$ cat config.mk
export PLATFORM = sky130hd
export DESIGN_NAME = dz_scan_display
export DESIGN_NICKNAME = d
export VERILOG_FILES = /design/src/rtl/dz_pkg.sv /design/src/rtl/dz_row_scanner.sv /design/src/rtl/dz_scan_display.sv
export SDC_FILE = /design/constraint.sdc
export NUM_CORES = 1
export LEC_CHECK = 0
export CAP_MARGIN = 20
export CORE_AREA = 5 5 88 90
export CTS_CLUSTER_DIAMETER = 30
export DETAILED_ROUTE_END_ITERATION = 12
export DIE_AREA = 0 0 93 95
export PLACE_DENSITY_LB_ADDON = 0.3
export SLEW_MARGIN = 5
export SYNTH_ARGS = -nofsm -noshare
export SYNTH_HDL_FRONTEND = slang
export SYNTH_SLANG_ARGS = --single-unit
$ cat constraint.sdc
create_clock -name clk -period 2.2 [get_ports clk]
set_input_delay 0.33 -clock clk [delete_from_list [all_inputs] [get_ports clk]]
set_output_delay 0.33 -clock clk [all_outputs]
set_load 0.05 [all_outputs]
$ cat src/rtl/dz_pkg.sv
// Shared types, glyph ROM and helpers for the bicolour 8x8 countdown display.
// Row 0 of each glyph is the top line; bit 7 is the leftmost column.
package dz_pkg;

    localparam int NUM_ROWS    = 8;
    localparam int FONT_DIGITS = 10;

    typedef enum logic [1:0] {
        COL_OFF = 2'b00,
        COL_R   = 2'b01,
        COL_G   = 2'b10,
        COL_Y   = 2'b11
    } color_e;

    typedef struct packed {
        logic [3:0] num;
        color_e     color;
        logic       blink_en;
    } disp_cfg_t;

    localparam logic [7:0] FONT_0_9 [FONT_DIGITS][NUM_ROWS] = '{
        '{8'h3C, 8'h66, 8'h6E, 8'h76, 8'h66, 8'h66, 8'h3C, 8'h00},
        '{8'h18, 8'h38, 8'h18, 8'h18, 8'h18, 8'h18, 8'h7E, 8'h00},
        '{8'h3C, 8'h66, 8'h06, 8'h0C, 8'h30, 8'h60, 8'h7E, 8'h00},
        '{8'h3C, 8'h66, 8'h06, 8'h1C, 8'h06, 8'h66, 8'h3C, 8'h00},
        '{8'h0C, 8'h1C, 8'h3C, 8'h6C, 8'h7E, 8'h0C, 8'h0C, 8'h00},
        '{8'h7E, 8'h60, 8'h7C, 8'h06, 8'h06, 8'h66, 8'h3C, 8'h00},
        '{8'h3C, 8'h60, 8'h7C, 8'h66, 8'h66, 8'h66, 8'h3C, 8'h00},
        '{8'h7E, 8'h06, 8'h0C, 8'h18, 8'h30, 8'h30, 8'h30, 8'h00},
        '{8'h3C, 8'h66, 8'h66, 8'h3C, 8'h66, 8'h66, 8'h3C, 8'h00},
        '{8'h3C, 8'h66, 8'h66, 8'h3E, 8'h06, 8'h0C, 8'h38, 8'h00}
    };

    // Row select pattern for one selected row; act_low inverts for sink drivers.
    function automatic logic [7:0] row_onehot(input logic [2:0] idx, input logic act_low);
        logic [7:0] hot;
        hot = 8'h01 << idx;
        return act_low ? ~hot : hot;
    endfunction

endpackage

$ cat src/rtl/dz_row_scanner.sv
// Row slot timer: divides clk into SCAN_DIV-cycle slots, walks rows 0..7
// and flags the anti-ghost blanking window and the frame boundary.
module dz_row_scanner
    import dz_pkg::*;
#(
    parameter int SCAN_DIV  = 1000,
    parameter int BLANK_CYC = 2
) (
    input  logic       clk,
    input  logic       rst,
    output logic [2:0] row_idx,
    output logic       slot_blank,
    output logic       frame_tick,
    output logic       frame_done
);

    localparam int               DIV_W     = $clog2(SCAN_DIV);
    localparam logic [DIV_W-1:0] DIV_LAST  = DIV_W'(SCAN_DIV - 1);
    localparam logic [DIV_W-1:0] BLANK_END = DIV_W'(BLANK_CYC);
    localparam logic [2:0]       ROW_LAST  = 3'(NUM_ROWS - 1);

    logic [DIV_W-1:0] div;
    logic             div_last;

    assign div_last   = (div == DIV_LAST);
    assign frame_tick = div_last && (row_idx == ROW_LAST);
    assign slot_blank = (div < BLANK_END);

    // NOTE: sequential state uses non-blocking assignments so every register
    // samples the pre-edge values, independent of statement order.
    always_ff @(posedge clk or posedge rst) begin
        if (rst) begin
            div        <= '0;
            row_idx    <= '0;
            frame_done <= 1'b0;
        end else begin
            frame_done <= frame_tick;
            if (div_last) begin
                div     <= '0;
                row_idx <= row_idx + 3'd1;
            end else begin
                div <= div + DIV_W'(1);
            end
        end
    end

endmodule

$ cat src/rtl/dz_scan_display.sv
// 8x8 red/green dot-matrix driver: frame-synchronous value update, blink,
// font lookup and registered row/column outputs.
module dz_scan_display
    import dz_pkg::*;
#(
    parameter int SCAN_DIV     = 1000,
    parameter int BLANK_CYC    = 2,
    parameter int BLINK_FRAMES = 64,
    parameter int MAX_DIGIT    = 9,
    parameter int ROW_ACT_LOW  = 1
) (
    input  logic       clk,
    input  logic       rst,
    input  logic [3:0] num,
    input  logic [1:0] color,
    input  logic       blink_en,
    input  logic       load,
    output logic [7:0] row,
    output logic [7:0] colr,
    output logic [7:0] colg,
    output logic       frame_done
);

    localparam int         FC_W     = $clog2(BLINK_FRAMES) + 1;
    localparam logic       ACT_LOW  = (ROW_ACT_LOW != 0);
    localparam logic [7:0] ROW_IDLE = ACT_LOW ? 8'hFF : 8'h00;

    logic [2:0] row_idx;
    logic       slot_blank;
    logic       frame_tick;

    dz_row_scanner #(
        .SCAN_DIV  (SCAN_DIV),
        .BLANK_CYC (BLANK_CYC)
    ) u_scanner (
        .clk        (clk),
        .rst        (rst),
        .row_idx    (row_idx),
        .slot_blank (slot_blank),
        .frame_tick (frame_tick),
        .frame_done (frame_done)
    );

    disp_cfg_t load_cfg;
    disp_cfg_t pending;
    disp_cfg_t active;

    assign load_cfg = '{num: num, color: color_e'(color), blink_en: blink_en};

    // A load coinciding with the frame edge bypasses pending so it is not a frame late.
    // NOTE: every register here is reset; the glyph ROM is a constant table and
    // holds no state, so nothing memory-like is left undefined after reset.
    always_ff @(posedge clk or posedge rst) begin
        if (rst) begin
            pending <= '0;
            active  <= '0;
        end else begin
            if (load) begin
                pending <= load_cfg;
            end
            if (frame_tick) begin
                active <= load ? load_cfg : pending;
            end
        end
    end

    logic [FC_W-1:0] frame_cnt;
    logic            blink_on;

    // Free-running blink timebase; blink_en only gates the glyph, never the phase.
    always_ff @(posedge clk or posedge rst) begin
        if (rst) begin
            frame_cnt <= '0;
            blink_on  <= 1'b1;
        end else if (frame_tick) begin
            if (frame_cnt == FC_W'(BLINK_FRAMES - 1)) begin
                frame_cnt <= '0;
                blink_on  <= ~blink_on;
            end else begin
                frame_cnt <= frame_cnt + FC_W'(1);
            end
        end
    end

    logic [7:0] glyph;
    logic       glyph_vis;
    logic       red_en;
    logic       green_en;

    // NOTE: every always_comb output gets a default first so no path infers a latch.
    always_comb begin
        glyph     = 8'h00;
        glyph_vis = (int'(active.num) <= MAX_DIGIT)
                 && (active.num < 4'(FONT_DIGITS))
                 && (!active.blink_en || blink_on);
        red_en    = (active.color == COL_R) || (active.color == COL_Y);
        green_en  = (active.color == COL_G) || (active.color == COL_Y);
        if (glyph_vis) begin
            glyph = FONT_0_9[active.num][row_idx];
        end
    end

    always_ff @(posedge clk or posedge rst) begin
        if (rst) begin
            row  <= ROW_IDLE;
            colr <= 8'h00;
            colg <= 8'h00;
        end else begin
            row  <= row_onehot(row_idx, ACT_LOW);
            colr <= slot_blank ? 8'h00 : (glyph & {8{red_en}});
            colg <= slot_blank ? 8'h00 : (glyph & {8{green_en}});
        end
    end

endmodule

==> results of run 1 <==
==> logic make-up (layout without fill, tap and decap cells) <==
kind of cell,count (synthesis),after routing
AND/OR/NAND/NOR,87,87
flip-flops,56,56
AO/OA/AOI/OAI,55,55
buffers and inverters,29,61
multiplexers,21,21
adder cells (fa/ha/maj),14,14
XOR/XNOR,11,11
other,1,4
==> placed cells by master (no fill, tap or decap), types with 3 or more instances in the layout <==
| cell type | n |
|---|---|
| buf_4 | 10 |
| a21oi_1 | 9 |
| o21bai_1 | 3 |
| dfrtp_1 | 47 |
| a211oi_1 | 3 |
| dfstp_2 | 9 |
| mux2_2 | 13 |
| and3_1 | 3 |
| xnor2_1 | 6 |
| ha_1 | 14 |
| inv_1 | 9 |
| nand2b_1 | 9 |
| nand2_1 | 12 |
| conb_1 | 4 |
| nor2b_1 | 8 |
| xor2_1 | 5 |
| nor3b_1 | 3 |
| o21ai_0 | 8 |
| clkdlybuf4s50_1 | 30 |
| mux2i_1 | 3 |
| a21o_1 | 3 |
| a31oi_1 | 4 |
| nand3_1 | 8 |
| clkbuf_8 | 5 |
| nor2_1 | 12 |
| nor3_1 | 10 |
| nor4_1 | 6 |
| a22oi_1 | 3 |
| mux2_4 | 5 |
==> per-layer routing <==
metal  vias to the layer above  share of wire (%)  global-route usage, %
met1                      1064                 47                   21.6
li1                       1051                  -                      -
met5                         -                  0                      0
met2                        80                 44                   22.9
met3                         8                6.9                   2.71
met4                         0                1.4                   4.40
==> how the worst max path moves through the flow <==
| stage | slack [ns] | start | to |
|---|---|---|---|
| after detailed placement | 0.33 | active[5]$_DFFE_PP0P_ | colg[4]$_DFF_PP0_ |
| after global routing | 0.14 | active[4]$_DFFE_PP0P_ | colr[1]$_DFF_PP0_ |
| final | 0.23 | row[3]$_DFF_PP1_ | row[3] |
| after CTS | 0.21 | row[3]$_DFF_PP1_ | row[3] |
| after floorplan | 0.37 | active[3]$_DFFE_PP0P_ | colg[4]$_DFF_PP0_ |
| after global placement | 0.36 | active[5]$_DFFE_PP0P_ | colr[4]$_DFF_PP0_ |
==> power groups by stage <==
| stage | Clock, mW | Combinational (mW) | Sequential [mW] |
|---|---|---|---|
| 2_1_floorplan | 0 | 0.156 | 1.12 |
| 3_3_place_gp | 0 | 0.243 | 1.10 |
| 3_5_place_dp | 0 | 0.245 | 1.10 |
| 4_1_cts | 0.619 | 0.246 | 1.08 |
| 5_1_grt | 0.656 | 0.266 | 1.08 |
| 6_report | 0.589 | 0.245 | 1.08 |
==> registers in the layout, summed over array words and instances, names as in the netlist <==
name / count
u_scanner.frame_done: 1
blink_on: 1
active: 7
pending: 7
row: 8
colg: 6
colr: 6
frame_cnt: 7
u_scanner.div: 10
u_scanner.row_idx: 3
==> cell type report <==
class	instances	share of cell area, %
multi-input combinational	192	41.5
sequential	56	40.3
timing repair buffer	41	11.3
tap	82	2.93
clock buffer	5	1.96
inverter	12	1.28
clock inverter	3	0.749
==> impl_summary.log, run 1 <==
[metrics] run status: finished clean
[metrics] flip-flop and latch area: ~1400 sq um
[metrics] clock slew at the register clock pins of the worst setup and hold paths: 0.11 ns
[metrics] library cell used as clock root buffer: clkbuf_8
[metrics] die outline width: 93 um
[metrics] TritonCTS clock tree: built
[metrics] kind of critical path: flop to output pin
[metrics] post-synthesis compound-gate area fraction: 13.5%
[metrics] fmax: 509 MHz
[metrics] Cell Area, Synth: approximately 3000 sq um
[metrics] clock latency reported for the late side of the worst-skew pair: 0.31 ns
[metrics] reg-to-reg setup timing slack: around 0.32 ns
[metrics] Sinks on Clock Net: 56
[metrics] Clk network pwr share: between 30% and 40%
[metrics] ranking of synthesized cells by instance count: 47 x dfrtp_1, 14 x ha_1, 13 x mux2_2
[metrics] required time reported for the critical path endpoint: 1.87 ns
[metrics] cell-by-cell listing of the critical path: clkdlybuf4s50_1
[metrics] Worst path depth: 1
[metrics] post-route worst setup slack: 0.234 ns
[metrics] Post-Synth Simple-Gate Area: between 10% and 20%
[metrics] Util after Layout: around 50%
[metrics] critical path endpoint category: output pin
[metrics] final count of pins violating max slew: 0
[metrics] count of hold-fix buffers inserted at cts: 0
[metrics] Final setup violation count: 0
[metrics] area leader, netlist: dfrtp_1
[metrics] placed standard-cell area: 3410 sq um
[metrics] RSZ-0062 raised after global routing: false
[metrics] number of synthesized flops with an enable pin: 0
[metrics] cell at the slowest stage of the critical path: clkdlybuf4s50_1
[metrics] count of endpoints failing hold in the final timing report: 0
[metrics] number of cells on the worst reg-to-reg path: 4
[metrics] top-area cell type share of the netlist area: 38.9%
[metrics] initial cell density of the core: 43.3%
[metrics] fill cell total of the finished layout: 630
[metrics] path class of the lowest-slack min-delay path: input port to async pin
[metrics] power after layout: around 1.9 mW
[metrics] top cells by area, synth: dfrtp_1 39%, dfstp_2 7.8%, ha_1 5.8%
[metrics] post-route DRC violation count: 0
[metrics] Int Power: 1.39 mW
[metrics] Tcrit/Tclk final: around 89%
[metrics] post-detailed-placement half-perimeter wirelength: about 4400 um
[metrics] adder-cell share of the synthesized area: 5.79%
[metrics] minimum hold slack: 0.377 ns
[metrics] main combinational cell family by area after synthesis: simple AND/OR/NAND/NOR gates
[metrics] total CTS buffers: 5
[metrics] H-Tree Depth: 2
[metrics] wire length of the first global-routing pass: 10600 um
[metrics] DR pass1 iterations: 4
[metrics] largest net degree at the start of global routing: 57
[metrics] routed wire length per instance: 15.8 um
[metrics] placeable core area: 6980 sq um
[metrics] Final Wtd Congestion: between 0.9 and 1
[metrics] kind of cell with the highest combined delay on the critical path: buffers and inverters
[metrics] crit start category: flop
[metrics] maximum number of buffers from clock root to sink: 2
[metrics] number of standard cells in the layout, taps in and fillers out: 391
[metrics] Worst R2R End: colr[4]$_DFF_PP0_
[metrics] share of power burned in combinational logic: 12.8%
[metrics] Design Area, Final: 3510 sq um
[metrics] IO Pins: 35
[metrics] sw frac: 27.3%
[metrics] number of instances in the synthesized netlist: 274
[metrics] area taken by multi-input logic gates: 1460 sq um
[metrics] most instantiated flip-flop cell in the synthesis netlist: dfrtp_1
[metrics] sequential share of power: around 56%
[metrics] count of antenna-violating nets left after detailed routing: 0
[metrics] synthesized area per cell: 11.0 sq um
[metrics] overall die area: 8840 sq um
[metrics] total of warnings raised by yosys: 0
[metrics] total negative slack: 0 ns
[metrics] count of max-cap constraint violations: 0
[metrics] slew at the pin closest to its max-slew limit: around 0.64 ns
[metrics] total of flip-flops plus latches after synthesis: 56
[metrics] total number of nets in the final design: 332
[metrics] most numerous cell in the Yosys netlist: dfrtp_1
[metrics] proportion of synthesized chip area in sequential cells: 46.7%
[metrics] CTS-repair resized insts: 0
[metrics] worst slack, placed: 0.330 ns
[metrics] Leak Pwr: 1.55 nW
[metrics] post-CTS setup buffer count: 0
[metrics] area overhead of the layout relative to synthesis: 15.9%
[metrics] post-synthesis mux area share: 8.32%
[metrics] number of buffer and inverter instances along the worst setup path: 1
[metrics] GRT Util Overall: about 15%
[metrics] Max FO, Critical Path: 1
[metrics] Synth Area in XOR/XNOR: 3.19%
[metrics] total net switching power: between 500 and 600 uW
[metrics] time the worst path needs with I/O delays and setup: 1.97 ns
[metrics] placement row count: 31
[metrics] Netlist cell types: 61
[metrics] port buffer count: 30
[metrics] reg-to-reg startpoint: active[5]$_DFFE_PP0P_
[metrics] async set or reset register ratio after synthesis: 100%
[metrics] power per unit of standard cell area: 545 nW/um^2
[metrics] final routed wirelength across all metal layers: 6160 um
[metrics] Critical Path Max Stage Delay: 0.79 ns
[metrics] antenna violations before repair: 0
[metrics] number of DRC markers in iteration 0: 203
[metrics] crit path DAT: approximately 1.6 ns
[metrics] number of placed cells counting well taps: 383
[metrics] proportion of layout cells with a drive suffix above 1: between 10% and 20%
[metrics] GRT Residual Overflow: 0
[metrics] number of global-route vias before repair: 2125
[metrics] post-DR vias/cell: 5.63
[metrics] worst supply voltage drop on vdd: 328 uV
[metrics] vertical die dimension: 95 um
[metrics] detailed-route via count: 2203
[metrics] diodes inserted: 0
[metrics] worst clock skew: 0.00920 ns
[metrics] remaining max-slew budget at the tightest pin: 57.3%
No activity file was read; power rests on OpenSTA's default activity.
==> run 2: changes to the inputs <==
--- a/config.mk
+++ b/config.mk
@@ -7,9 +7,12 @@
 export LEC_CHECK = 0
 export CAP_MARGIN = 20
 export CORE_AREA = 5 5 88 90
+export CTS_BUF_LIST = sky130_fd_sc_hd__clkbuf_2 sky130_fd_sc_hd__clkbuf_4 sky130_fd_sc_hd__clkbuf_8
 export CTS_CLUSTER_DIAMETER = 30
+export CTS_CLUSTER_SIZE = 25
 export DETAILED_ROUTE_END_ITERATION = 12
 export DIE_AREA = 0 0 93 95
+export GPL_TIMING_DRIVEN = 0
 export PLACE_DENSITY_LB_ADDON = 0.3
 export SLEW_MARGIN = 5
 export SYNTH_ARGS = -nofsm -noshare
==> impl_summary.log, run 2 (synthesis results as in run 1) <==
[metrics] power per unit of standard cell area: 558 nW/um^2
[metrics] clock slew at the register clock pins of the worst setup and hold paths: 0.10 ns
[metrics] overall die area: 8840 sq um
[metrics] crit path DAT: 2.31 ns
[metrics] clock latency reported for the late side of the worst-skew pair: between 0.3 and 0.4 ns
[metrics] Design Area, Final: 3630 sq um
[metrics] proportion of layout cells with a drive suffix above 1: 21.9%
[metrics] leading registers by flop count: u_scanner.div x10, row x8
[metrics] post-DR vias/cell: 5.57
[metrics] area overhead of the layout relative to synthesis: 19.9%
[metrics] Sinks on Clock Net: 56
[metrics] routed wire length per instance: 16.1 um
[metrics] Tcrit/Tclk final: 96.0%
[metrics] total number of nets in the final design: 338
[metrics] TritonCTS clock tree: built
[metrics] fill cell total of the finished layout: roughly 640
[metrics] post-detailed-placement half-perimeter wirelength: 4640 um
[metrics] initial cell density of the core: between 40 and 50%
[metrics] most frequent cells in the layout: 46 x dfrtp_1, 29 x clkdlybuf4s50_1, 13 x mux2_2, 13 x ha_1
[metrics] RSZ-0062 raised after global routing: true
[metrics] final count of pins violating max slew: 0
[metrics] path class of the lowest-slack min-delay path: input port to async pin
[metrics] placed standard-cell area: approximately 3400 sq um
[metrics] slew at the pin closest to its max-slew limit: 0.513 ns
[metrics] count of endpoints failing hold in the final timing report: 0
[metrics] largest register by flop count: u_scanner.div
[metrics] Worst R2R End: colr[3]$_DFF_PP0_
[metrics] vertical die dimension: ~95 um
[metrics] reg-to-reg startpoint: active[3]$_DFFE_PP0P_
[metrics] number of cells on the worst reg-to-reg path: 7
[metrics] reg-to-reg setup timing slack: ~0.09 ns
[metrics] post-route DRC violation count: 0
[metrics] number of DRC markers in iteration 0: 216
[metrics] total negative slack: 0 ns
[metrics] total CTS buffers: 5
[metrics] GRT Util Overall: 15.5%
[metrics] Util after Layout: approximately half
[metrics] CP Launch Point: active[3]$_DFFE_PP0P_
[metrics] number of global-route vias before repair: roughly 2100
[metrics] Leak Pwr: 1.60 nW
[metrics] IO Pins: 35
[metrics] wire length of the first global-routing pass: 10900 um
[metrics] largest net degree at the start of global routing: 33
[metrics] most frequent standard cell in the layout excluding fill and tap cells: dfrtp_1
[metrics] maximum number of buffers from clock root to sink: 2
[metrics] worst supply voltage drop on vdd: 415 uV
[metrics] flip-flop and latch area: 1410 sq um
[metrics] worst clock skew: around 0.011 ns
[metrics] remaining max-slew budget at the tightest pin: 65.8%
[metrics] placement row count: 31
[metrics] diodes inserted: 0
[metrics] kind of critical path: flop to flop
[metrics] count of antenna-violating nets left after detailed routing: 0
[metrics] port buffer count: 29
[metrics] crit start category: flop
[metrics] placeable core area: 6980 sq um
[metrics] Worst Setup EP: colr[3]$_DFF_PP0_
[metrics] fmax: 473 MHz
[metrics] required time reported for the critical path endpoint: 2.39 ns
[metrics] final routed wirelength across all metal layers: 6410 um
[metrics] Final Wtd Congestion: 0.900
[metrics] H-Tree Depth: 2
[metrics] detailed-route via count: 2213
[metrics] library cell used as clock root buffer: clkbuf_8
[metrics] die outline width: 93 um
[metrics] minimum hold slack: 0.374 ns
[metrics] run status: finished clean
[metrics] critical path endpoint category: flop
[metrics] Final setup violation count: 0
[metrics] time the worst path needs with I/O delays and setup: 2.11 ns
[metrics] count of max-cap constraint violations: 0
[metrics] area taken by multi-input logic gates: 1520 sq um
[metrics] flip-flop count of the largest register, all copies and words added: 10
[metrics] power after layout: 2.02 mW
[metrics] Max FO, Critical Path: 10
[metrics] DR pass1 iterations: 4
[metrics] GRT Residual Overflow: 0
[metrics] antenna violations before repair: 0
## run 2: changes by cell type in the layout (fill, tap and decap cells not counted), sizes merged
| cell | delta |
|---|---|
| clkbuf | +4 |
| bufinv | +1 |
| buf | +3 |
| clkdlybuf4s50 | -1 |
| clkinvlp | -1 |
## run 2: layout make-up
type	count	share of cell area [%]
Multi-Input combinational cell	192	41.8
Sequential cell	56	39.0
Timing Repair Buffer	30	8.55
Buffer	17	3.45
Tap cell	82	2.83
Clock buffer	5	1.90
Clock inverter	3	1.28
Inverter	12	1.24
## run 2: metal layers
metal  vias up  global-route usage (%)  wire length, um
met3        11                    3.19              437
met1      1059                    22.0             2850
li1       1058                       -                -
met4         0                    3.66              112
met2        85                    24.6             3010
met5         -                       0                0
## run 2: through the flow
step	std cells	setup WS [ns]
final	397	0.0876
after global routing	397	-0.0180
after CTS	397	0.0631
after detailed placement	389	-0.0482
after global placement	388	-0.435
after floorplan	277	0.370
## run 2: worst min-delay path by stage
stage	start	to	slack [ns]
2_1_floorplan	u_scanner.div[0]$_DFF_PP0_	u_scanner.div[0]$_DFF_PP0_	0.43
3_3_place_gp	u_scanner.div[0]$_DFF_PP0_	u_scanner.div[0]$_DFF_PP0_	0.45
3_5_place_dp	u_scanner.div[0]$_DFF_PP0_	u_scanner.div[0]$_DFF_PP0_	0.46
4_1_cts	rst	u_scanner.div[4]$_DFF_PP0_	0.39
5_1_grt	rst	u_scanner.div[4]$_DFF_PP0_	0.40
6_report	rst	u_scanner.div[4]$_DFF_PP0_	0.37
## run 2: worst max-delay path: stages, from the launching register on
cell	delay (ns)
dfrtp_1	0.41
clkbuf_4	0.24
inv_2	0.09
ha_2	0.23
mux2_4	0.29
a21o_1	0.23
a311oi_2	0.43
nor4_1	0.08
## run 2: timing repair
action / 4_1_cts / 5_1_grt
setup buffers: 0 / 0
hold buffers: 0 / 0
hold endpoints to repair: 0 / 0
gates resized for setup: 4 / 8
endpoints found under the setup margin: 4 / 9
pin swaps: 0 / 1
## run 2: power by group
part | switching (mW) | internal, mW | total, mW
logic | 0.160 | 0.112 | 0.273
registers | 0.0137 | 1.06 | 1.07
clock network | 0.335 | 0.343 | 0.678
==> run 3: changes to the inputs <==
--- a/config.mk
+++ b/config.mk
@@ -5,7 +5,7 @@
 export SDC_FILE = /design/constraint.sdc
 export NUM_CORES = 1
 export LEC_CHECK = 0
-export CAP_MARGIN = 20
+export CAP_MARGIN = 15
 export CORE_AREA = 5 5 88 90
 export CTS_BUF_LIST = sky130_fd_sc_hd__clkbuf_2 sky130_fd_sc_hd__clkbuf_4 sky130_fd_sc_hd__clkbuf_8
 export CTS_CLUSTER_DIAMETER = 30
==> impl_summary.log, run 3 (synthesis results as in run 1) <==
[metrics] remaining max-slew budget at the tightest pin: 65.8%
[metrics] die outline width: approximately 93 um
[metrics] vertical die dimension: 95 um
[metrics] detailed-route via count: 2213
[metrics] kind of critical path: flop to flop
[metrics] IO Pins: 35
[metrics] most frequent standard cell in the layout excluding fill and tap cells: dfrtp_1
[metrics] RSZ-0062 raised after global routing: true
[metrics] placement row count: 31
[metrics] port buffer count: 29
[metrics] wire length of the first global-routing pass: 10900 um
[metrics] number of DRC markers in iteration 0: 216
[metrics] clock slew at the register clock pins of the worst setup and hold paths: 0.10 ns
[metrics] crit start category: flop
[metrics] post-DR vias/cell: about 5.6
[metrics] power after layout: 2.02 mW
[metrics] total CTS buffers: 5
[metrics] slew at the pin closest to its max-slew limit: around 0.51 ns
[metrics] most frequent cells in the layout: 46 x dfrtp_1, 29 x clkdlybuf4s50_1, 13 x mux2_2, 13 x ha_1
[metrics] final routed wirelength across all metal layers: 6410 um
[metrics] Final Wtd Congestion: 0.900
[metrics] Final setup violation count: 0
[metrics] minimum hold slack: 0.374 ns
[metrics] met2 capacity usage during global routing: approximately a quarter
[metrics] time the worst path needs with I/O delays and setup: 2.11 ns
[metrics] GRT Util Overall: between 10% and 20%
[metrics] post-route worst setup slack: 0.0876 ns
[metrics] fill cell total of the finished layout: 637
[metrics] antenna violations before repair: 0
[metrics] Util after Layout: 52.0%
[metrics] area overhead of the layout relative to synthesis: 19.9%
[metrics] final count of pins violating max slew: 0
[metrics] number of placed cells counting well taps: 389
[metrics] Leak Pwr: 1.60 nW
[metrics] post-CTS setup buffer count: 0
[metrics] run status: finished clean
[metrics] count of antenna-violating nets left after detailed routing: 0
[metrics] Max FO, Critical Path: 10
[metrics] initial cell density of the core: 43.3%
[metrics] met3 usage: 3.19%
[metrics] maximum number of buffers from clock root to sink: 2
[metrics] count of endpoints failing hold in the final timing report: 0
[metrics] crit path DAT: 2.31 ns
[metrics] power per unit of standard cell area: between 500 and 600 nW/um^2
[metrics] most used routing layer in global routing: met2
[metrics] cell-by-cell listing of the critical path: clkbuf_4 > inv_2 > ha_2 > mux2_4 > a21o_1 > a311oi_2 > nor4_1
[metrics] largest net degree at the start of global routing: 33
[metrics] diodes inserted: 0
[metrics] area taken by multi-input logic gates: 1520 sq um
[metrics] Tcrit/Tclk final: 96.0%
[metrics] DR pass1 iterations: 4
[metrics] post-detailed-placement half-perimeter wirelength: approximately 4600 um
[metrics] proportion of layout cells with a drive suffix above 1: roughly 22%
[metrics] total number of nets in the final design: 338
[metrics] worst clock skew: between 0.01 and 0.015 ns
[metrics] worst slack, placed: -0.0482 ns
[metrics] overall die area: approximately 8800 sq um
[metrics] required time reported for the critical path endpoint: 2.39 ns
[metrics] clock latency reported for the late side of the worst-skew pair: around 0.31 ns
[metrics] path class of the lowest-slack min-delay path: input port to async pin
[metrics] post-route DRC violation count: 0
[metrics] largest register by flop count: u_scanner.div
[metrics] routed wire length per instance: around 16 um
[metrics] number of standard cells in the layout, taps in and fillers out: 397
[metrics] worst supply voltage drop on vdd: 415 uV
[metrics] H-Tree Depth: 2
[metrics] TritonCTS clock tree: built
[metrics] cell at the slowest stage of the critical path: a311oi_2
[metrics] Sinks on Clock Net: 56
[metrics] library cell used as clock root buffer: clkbuf_8
[metrics] placeable core area: 6980 sq um
[metrics] number of global-route vias before repair: 2141
[metrics] flip-flop and latch area: 1410 sq um
[metrics] count of hold-fix buffers inserted at cts: 0
[metrics] met1 global-route usage: 22.0%
[metrics] leading registers by flop count: u_scanner.div x10, row x8
[metrics] GRT Residual Overflow: 0
[metrics] critical path endpoint category: flop
[metrics] fmax: 473 MHz
[metrics] count of max-cap constraint violations: 0
[metrics] flip-flop count of the largest register, all copies and words added: 10
[metrics] Critical Path Max Stage Delay: 0.43 ns
[run 3: worst paths after layout]
kind                                            start                         end  slack (ns)  cells after the start
min in group clk           u_scanner.div[0]$_DFF_PP0_  u_scanner.div[0]$_DFF_PP0_        0.48                      1
setup / recovery                active[3]$_DFFE_PP0P_           colr[3]$_DFF_PP0_        0.09                      7
hold / removal                                    rst  u_scanner.div[4]$_DFF_PP0_        0.37                      2
hold reg to reg            u_scanner.div[0]$_DFF_PP0_  u_scanner.div[0]$_DFF_PP0_        0.48                      1
max in group asynchronous                         rst        blink_on$_DFFE_PP1P_        1.21                      3
setup reg to reg                active[3]$_DFFE_PP0P_           colr[3]$_DFF_PP0_        0.09                      7
[run 3: cell type report]
cell class	instances	share of cell area (%)
Timing Repair Buffer	30	8.55
Buffer	17	3.45
Tap cell	82	2.83
Sequential cell	56	39.0
Clock buffer	5	1.90
Inverter	12	1.24
Clock inverter	3	1.28
Multi-Input combinational cell	192	41.8
[run 3: critical path: cells and delay by family, from the launching register on]
family          cells  cell delay (ns)
mux                 1             0.29
buf+inv             2             0.33
simple gates        1             0.08
fa+ha+maj           1             0.23
compound gates      2             0.66
flops               1             0.41
[run 3: repair_timing]
| action | CTS | global route |
|---|---|---|
| resized for setup | 4 | 8 |
| setup endpoints to repair | 4 | 9 |
| pin swaps | 0 | 1 |
| gates cloned | 0 | 0 |
[run 3: where the power goes]
part | switching [mW] | internal, mW | total [mW] | leakage [nW]
Sequential | 0.0137 | 1.06 | 1.07 | 0.707
Clock | 0.335 | 0.343 | 0.678 | 0.0548
Combinational | 0.160 | 0.112 | 0.273 | 0.834
Total | 0.509 | 1.51 | 2.02 | 1.60
[run 3: routing by layer]
| metal | vias up | share of wire [%] |
|---|---|---|
| met3 | 11 | 6.8 |
| met4 | 0 | 1.7 |
| li1 | 1058 | - |
| met5 | - | 0 |
| met1 | 1059 | 44 |
| met2 | 85 | 47 |
[run 3: per-stage QoR]
stage	cell area, sq um	setup TNS (ns)
2_1_floorplan	3040	0
3_3_place_gp	3430	-20.51
3_5_place_dp	3450	-0.0712
4_1_cts	3580	0
5_1_grt	3630	-0.0549
6_report	3630	0
